[src/rtl/axi_wr_sched.sv]
// Round-robin AW/W write scheduler over NUM_REQ command FIFOs with per-requester B tracking.
// Optional stall watchdog is compiled in when WR_SCHED_TIMEOUT_EN is defined.
module axi_wr_sched #(
   parameter int unsigned NUM_REQ         = 8,
   parameter int unsigned ADDR_W          = 64,
   parameter int unsigned ID_W            = 8,
   parameter int unsigned MAX_OUTSTANDING = 4,
   parameter int unsigned TIMEOUT_CYC     = 1024,
   localparam int unsigned SEL_W          = $clog2(NUM_REQ),
   localparam int unsigned CMD_W          = ADDR_W + 11
) (
   input  logic                     clk,
   input  logic                     reset,
   input  logic [NUM_REQ-1:0]       cmd_empty,
   input  logic [NUM_REQ*CMD_W-1:0] cmd_data,
   output logic [NUM_REQ-1:0]       cmd_rd,
   output logic                     awvalid,
   input  logic                     awready,
   output logic [ADDR_W-1:0]        awaddr,
   output logic [7:0]               awlen,
   output logic [2:0]               awsize,
   output logic [1:0]               awburst,
   output logic [ID_W-1:0]          awid,
   output logic                     w_active,
   output logic [SEL_W-1:0]         w_sel,
   input  logic                     w_hs,
   output logic                     wlast_exp,
   input  logic                     bvalid,
   input  logic [ID_W-1:0]          bid,
   input  logic [1:0]               bresp,
   output logic                     bready,
   output logic [NUM_REQ-1:0]       req_done,
   output logic [NUM_REQ-1:0]       req_err,
   output logic                     proto_err,
   output logic [3:0]               outstanding,
   output logic                     timeout_err
);

   typedef enum logic [1:0] {StIdle, StAw, StW} state_e;

   state_e           state;
   logic [SEL_W-1:0] rr_ptr;
   logic [SEL_W-1:0] grant_idx;
   logic [SEL_W-1:0] winner;
   logic [SEL_W-1:0] scan_idx;
   logic             found;
   logic             grant;
   logic             aw_hs;
   logic [CMD_W-1:0] head;
   logic [8:0]       beat_cnt;
   logic [3:0]       req_cnt [NUM_REQ];
   logic [SEL_W-1:0] b_idx;
   logic             b_ok;

   assign awburst = 2'b01;
   assign bready  = 1'b1;

   // First non-empty FIFO at or after rr_ptr, wrapping modulo NUM_REQ.
   always_comb begin
      found    = 1'b0;
      winner   = '0;
      scan_idx = '0;
      for (int k = 0; k < NUM_REQ; k++) begin
         scan_idx = rr_ptr + SEL_W'(k);
         if (!found && !cmd_empty[scan_idx]) begin
            found  = 1'b1;
            winner = scan_idx;
         end
      end
   end

   assign grant = !reset && (state == StIdle) && found &&
                  (outstanding < 4'(MAX_OUTSTANDING));
   assign head  = cmd_data[int'(winner)*CMD_W +: CMD_W];

   always_comb begin
      cmd_rd = '0;
      if (grant) cmd_rd[winner] = 1'b1;
   end

   assign aw_hs     = (state == StAw) && awready;
   assign wlast_exp = w_active && (beat_cnt == {1'b0, awlen});
   assign b_idx     = bid[SEL_W-1:0];
   assign b_ok      = bvalid && ((bid >> SEL_W) == '0) && (req_cnt[b_idx] != 4'd0);

   always_ff @(posedge clk or posedge reset) begin
      if (reset) begin
         state     <= StIdle;
         rr_ptr    <= '0;
         grant_idx <= '0;
         awvalid   <= 1'b0;
         awaddr    <= '0;
         awlen     <= '0;
         awsize    <= '0;
         awid      <= '0;
         w_active  <= 1'b0;
         w_sel     <= '0;
         beat_cnt  <= '0;
      end else begin
         case (state)
            StIdle: begin
               if (grant) begin
                  grant_idx <= winner;
                  awid      <= ID_W'(winner);
                  awaddr    <= head[ADDR_W-1:0];
                  awlen     <= head[ADDR_W+7:ADDR_W];
                  awsize    <= head[ADDR_W+10:ADDR_W+8];
                  awvalid   <= 1'b1;
                  state     <= StAw;
               end
            end
            StAw: begin
               if (awready) begin
                  awvalid  <= 1'b0;
                  beat_cnt <= '0;
                  w_active <= 1'b1;
                  w_sel    <= grant_idx;
                  state    <= StW;
               end
            end
            StW: begin
               if (w_hs) begin
                  beat_cnt <= beat_cnt + 9'd1;
                  if (wlast_exp) begin
                     w_active <= 1'b0;
                     rr_ptr   <= grant_idx + SEL_W'(1);
                     state    <= StIdle;
                  end
               end
            end
            default: state <= StIdle;
         endcase
      end
   end

   // A bad bid or a B for a requester with nothing in flight leaves all counts untouched.
   always_ff @(posedge clk or posedge reset) begin
      if (reset) begin
         outstanding <= '0;
         req_done    <= '0;
         req_err     <= '0;
         proto_err   <= 1'b0;
         for (int i = 0; i < NUM_REQ; i++) req_cnt[i] <= '0;
      end else begin
         req_done <= '0;
         if (b_ok) begin
            req_done[b_idx] <= 1'b1;
            if (bresp != 2'b00) req_err[b_idx] <= 1'b1;
         end else if (bvalid) begin
            proto_err <= 1'b1;
         end
         if (aw_hs && !b_ok) outstanding <= outstanding + 4'd1;
         else if (b_ok && !aw_hs) outstanding <= outstanding - 4'd1;
         for (int i = 0; i < NUM_REQ; i++) begin
            if ((aw_hs && grant_idx == SEL_W'(i)) && !(b_ok && b_idx == SEL_W'(i)))
               req_cnt[i] <= req_cnt[i] + 4'd1;
            else if ((b_ok && b_idx == SEL_W'(i)) && !(aw_hs && grant_idx == SEL_W'(i)))
               req_cnt[i] <= req_cnt[i] - 4'd1;
         end
      end
   end

`ifdef WR_SCHED_TIMEOUT_EN
   logic [15:0] stall_cnt;
   logic        stalling;

   // Every state exit is a handshake, so clearing when not stalling covers state changes.
   assign stalling = ((state == StAw) && !awready) || ((state == StW) && !w_hs);

   always_ff @(posedge clk or posedge reset) begin
      if (reset) begin
         stall_cnt   <= '0;
         timeout_err <= 1'b0;
      end else if (!stalling) begin
         stall_cnt <= '0;
      end else begin
         if (stall_cnt != 16'hffff) stall_cnt <= stall_cnt + 16'd1;
         if (32'(stall_cnt) + 32'd1 >= 32'(TIMEOUT_CYC)) timeout_err <= 1'b1;
      end
   end
`else
   assign timeout_err = 1'b0;
`endif

endmodule

[config.mk]
export PLATFORM = sky130hd
export DESIGN_NAME = axi_wr_sched
export DESIGN_NICKNAME = d
export VERILOG_FILES = /design/src/rtl/axi_wr_sched.sv
export SDC_FILE = /design/constraint.sdc
export NUM_CORES = 1
export LEC_CHECK = 0
export ABC_AREA = 1
export BUFFER_PORTS_ARGS = -buffer_cell sky130_fd_sc_hd__buf_2
export CAP_MARGIN = 20
export CORE_AREA = 2 2 292 294
export CTS_CLUSTER_DIAMETER = 80
export CTS_CLUSTER_SIZE = 10
export DETAILED_ROUTE_END_ITERATION = 8
export DIE_AREA = 0 0 294 296
export GPL_TIMING_DRIVEN = 0
export PLACE_DENSITY = 0.4
export SYNTH_ARGS = -nofsm -noshare
export SYNTH_HDL_FRONTEND = slang
export SYNTH_SLANG_ARGS = --single-unit
[constraint.sdc]
create_clock -name clk -period 12.2 [get_ports clk]
set_input_delay 0 -clock clk [delete_from_list [all_inputs] [get_ports clk]]
set_output_delay 0 -clock clk [all_outputs]
set_load 0.005 [all_outputs]
==> flow_metrics.env <==
export IMPL_firstDrtPassIters=5
export IMPL_htree_levels=4
export IMPL_p_seq_frac=0.111
export IMPL_via_per_inst=4.276
export IMPL_startpoint_type="flip-flop"
export IMPL_num_io_pins=745
export IMPL_clk_latency_ps=490
export IMPL_syn_avg_cell_area_um2=5.793
export IMPL_hold_class="input port to asynchronous set/reset pin"
export IMPL_max_freq_ghz=0.1839
export IMPL_nets=4124
export IMPL_gr_total_overflow=0
export IMPL_antenna_left=0
export IMPL_die_w_um=294
export IMPL_num_vias=19568
export IMPL_grt_pass1_wl_um=128300
export IMPL_cp_cell_sequence="inv_2, ha_1, inv_2, nand3_1, nand3_1, nand2_1, nand3_2, nor2_4, nand4_2, nand4_2, buf_2, buf_2, nand3_1, nand2_1, dlygate4sd3_1, nand2_1, nand2_1, dlygate4sd3_1, o21ai_1, dlygate4sd3_1, nand2_1"
export IMPL_p_switching_w=0.004242
export IMPL_cts_resized=0
export IMPL_cpPeakStageDelay_ps=590
export IMPL_portBuffers=735
export IMPL_numCtsBuffers=17
export IMPL_synth_common_cells="nand2_1, nand3_1, nor2_1"
export IMPL_clk_pin_slew_worst_paths_ps=90
export IMPL_fin_skew_ps=20.81
export IMPL_yosysWarnings=0
export IMPL_synth_main_ff_cell="dfrtp_1"
export IMPL_finalCritPeriodShare=0.4458
export IMPL_clock_path_buffers=2
export IMPL_area_growth_pct=62.35
export IMPL_synth_area_um2=13930
export IMPL_dieArea_um2=87020
export IMPL_cp_common_cell="nand2_1"
export IMPL_finalSetupViolations=0
export IMPL_instances_no_fill=4576
export IMPL_crit_family="buffers and inverters"
export IMPL_p_leak_nw=12.83
export IMPL_worstPathMaxFanout=10
export IMPL_ys_types=46
export IMPL_ys_ff_latch=150
export IMPL_postSynthCellCount=2405
export IMPL_track_usage=0.2049
export IMPL_slowest_stage="dlygate4sd3_1"
export IMPL_power_share_clock=0.083
export IMPL_synth_seq_area_share=0.2694
export IMPL_internal_power_w=0.003219
export IMPL_layout_setup_ws_ps=6761
export IMPL_ff2ff_setup_slack_ps=6760
export IMPL_synthArstFlopShare=1.000
export IMPL_clockRootBuffer="clkbuf_16"
export IMPL_p_comb_frac=0.806
export IMPL_netlist_top_cells_area="nand2_1, dfrtp_1, nand3_1"
export IMPL_setup_tns_ps=0
export IMPL_remaining_drc_errors=0
export IMPL_synth_top_cell_area_share=0.3605
export IMPL_antenna_found_initial=24
export IMPL_drtIter0Drc=1128
export IMPL_slew_headroom=0.4483
export IMPL_synth_most_common_cell="nand2_1"
export IMPL_row_count=107
export IMPL_grt_max_degree=109
export IMPL_synth_edff_count=0
export IMPL_rsz0062_at_grt="false"
export IMPL_path_class="flip-flop to flip-flop"
export IMPL_hold_viol=0
export IMPL_power_density_nw_per_um2=329.8
export IMPL_cap_violations=0
export IMPL_yosys_area_top_type="nand2_1"
export IMPL_min_period_ps=5439
export IMPL_switching_share=0.5685
export IMPL_routabilityCongestion=0.9268
export IMPL_status="finished clean"
export IMPL_first_global_vias=19077
export IMPL_crit_buf_inv=7
export IMPL_required_ps=12630
export IMPL_fp_dieH_um=296
export IMPL_ir_drop_mv=0.1857
export IMPL_hpwl_um=76250
export IMPL_place_ws_ps=7943
export IMPL_coreArea_um2=84210
export IMPL_max_slew_worst_pin_slew_ps=822.0
export IMPL_crit_path_end_kind="flip-flop"
export IMPL_fin_util=0.2686
export IMPL_crit_arrival_ps=5870
export IMPL_wl_per_cell_um=20.17
export IMPL_cts_tree="built"
export IMPL_start_util=0.1655
export IMPL_cts_sinks=150
export IMPL_drt_wl_total_um=92280
export IMPL_final_max_slew_viol_count=0
export IMPL_dp_cells=4239
export IMPL_drive_above_1_share=0.2664
==> placed cells by master, fill, tap and decap left out, drive strengths merged <==
| cell | Yosys | layout |
|---|---|---|
| a211oi | 8 | 8 |
| a21o | 4 | 4 |
| a21oi | 12 | 12 |
| a31oi | 1 | 1 |
| and3 | 5 | 5 |
| buf | 122 | 859 |
| bufinv | 0 | 2 |
| clkbuf | 28 | 46 |
| clkinv | 0 | 4 |
| clkinvlp | 0 | 1 |
| conb | 2 | 9 |
| dfrtp | 150 | 150 |
| diode | 0 | 17 |
| dlygate4sd3 | 0 | 288 |
| fa | 9 | 9 |
| ha | 36 | 36 |
| inv | 84 | 91 |
| mux2 | 8 | 8 |
| nand2 | 1346 | 1346 |
| nand3 | 284 | 284 |
| nand4 | 9 | 9 |
| nor2 | 162 | 162 |
| nor3 | 5 | 5 |
| nor3b | 1 | 1 |
| nor4 | 6 | 6 |
| o2111ai | 1 | 1 |
| o211ai | 1 | 1 |
| o21a | 1 | 1 |
| o21ai | 75 | 75 |
| o21bai | 9 | 9 |
| o22ai | 2 | 2 |
| o41ai | 2 | 2 |
| or4 | 1 | 1 |
| xnor2 | 24 | 24 |
| xor2 | 7 | 7 |
==> worst reg2reg max path, cell delays in order, from the launching register on <==
cell and delay [ps]:
dfrtp_1 410, inv_2 130, ha_1 450, inv_2 140, nand3_1 140, nand3_1 80, nand2_1 140, nand3_2 130
nor2_4 160, nand4_2 120, nand4_2 320, buf_2 470, buf_2 530, nand3_1 150, nand2_1 90, dlygate4sd3_1 550
nand2_1 50, nand2_1 70, dlygate4sd3_1 550, o21ai_1 60, dlygate4sd3_1 590, nand2_1 60
==> cells by family after synthesis <==
logic type               share of synthesized area
AND/OR/NAND/NOR                             0.5261
AO/OA/AOI/OAI                              0.04903
buffers and inverters                      0.08369
other                                    0.0005390
XOR/XNOR                                   0.01949
multiplexers                              0.006466
adder cells (fa/ha/maj)                    0.04526
flip-flops                                  0.2694
==> stage by stage <==
step	hold WS [ps]	total power, W	area [um^2]
2_1_floorplan	107.2	0.003938	13960
3_5_place_dp	24.40	0.006073	19050
3_3_place_gp	216.3	0.006094	19000
6_report	30.43	0.007461	22620
5_1_grt	50.27	0.008186	22610
4_1_cts	6.364	0.007529	22580
==> final cells by class <==
type	count	area, um^2
diodes	17	42.54
plain buffers	150	848.3
clock buffers	18	439.2
clock inverters	14	203.9
fillers	9911	61590
inverters	84	325.3
multi-input cells	2028	9040
flip-flops and latches	150	3754
well taps	1090	1364
repair buffers	1025	6604
==> flip-flops by register name, summed over array words and instances (netlist names), 4 cells and up <==
signal	cells
awaddr	64
awlen	8
outstanding	4
beat_cnt	9
req_err	8
req_cnt	32
req_done	8
==> layer usage <==
| layer | up-vias | share of wire | global-route usage |
|---|---|---|---|
| met1 | 9190 | 0.45 | 0.2758 |
| met2 | 608 | 0.46 | 0.3275 |
| met3 | 104 | 0.057 | 0.03792 |
| met4 | 6 | 0.028 | 0.07068 |
| li1 | 9660 | - | - |
| met5 | - | 0.00043 | 0 |
==> worst paths after layout <==
check	end	from	cells past startpoint
setup / recovery	awaddr[50]	rr_ptr[0]	21
hold / removal	awaddr[25]	reset	3
setup reg to reg	awaddr[50]	rr_ptr[0]	21
hold reg to reg	beat_cnt[8]	beat_cnt[8]	1
max in group asynchronous	awaddr[39]	reset	4
min in group clk	awaddr[1]	cmd_data[301]	7
==> timing repair <==
action | 4_1_cts | 5_1_grt
hold endpoints to repair | 152 | 0
hold buffers | 288 | 0
buffers inserted | 0 | 0
==> power by group through the flow <==
stage	Sequential, W	Combinational, W	Clock (W)
6_report	0.000829	0.00601	0.000618
5_1_grt	0.000860	0.00667	0.000659
2_1_floorplan	0.000811	0.00313	0
4_1_cts	0.000832	0.00605	0.000643
3_3_place_gp	0.000841	0.00525	0
3_5_place_dp	0.000838	0.00524	0
No activity file was read; power rests on OpenSTA's default activity.
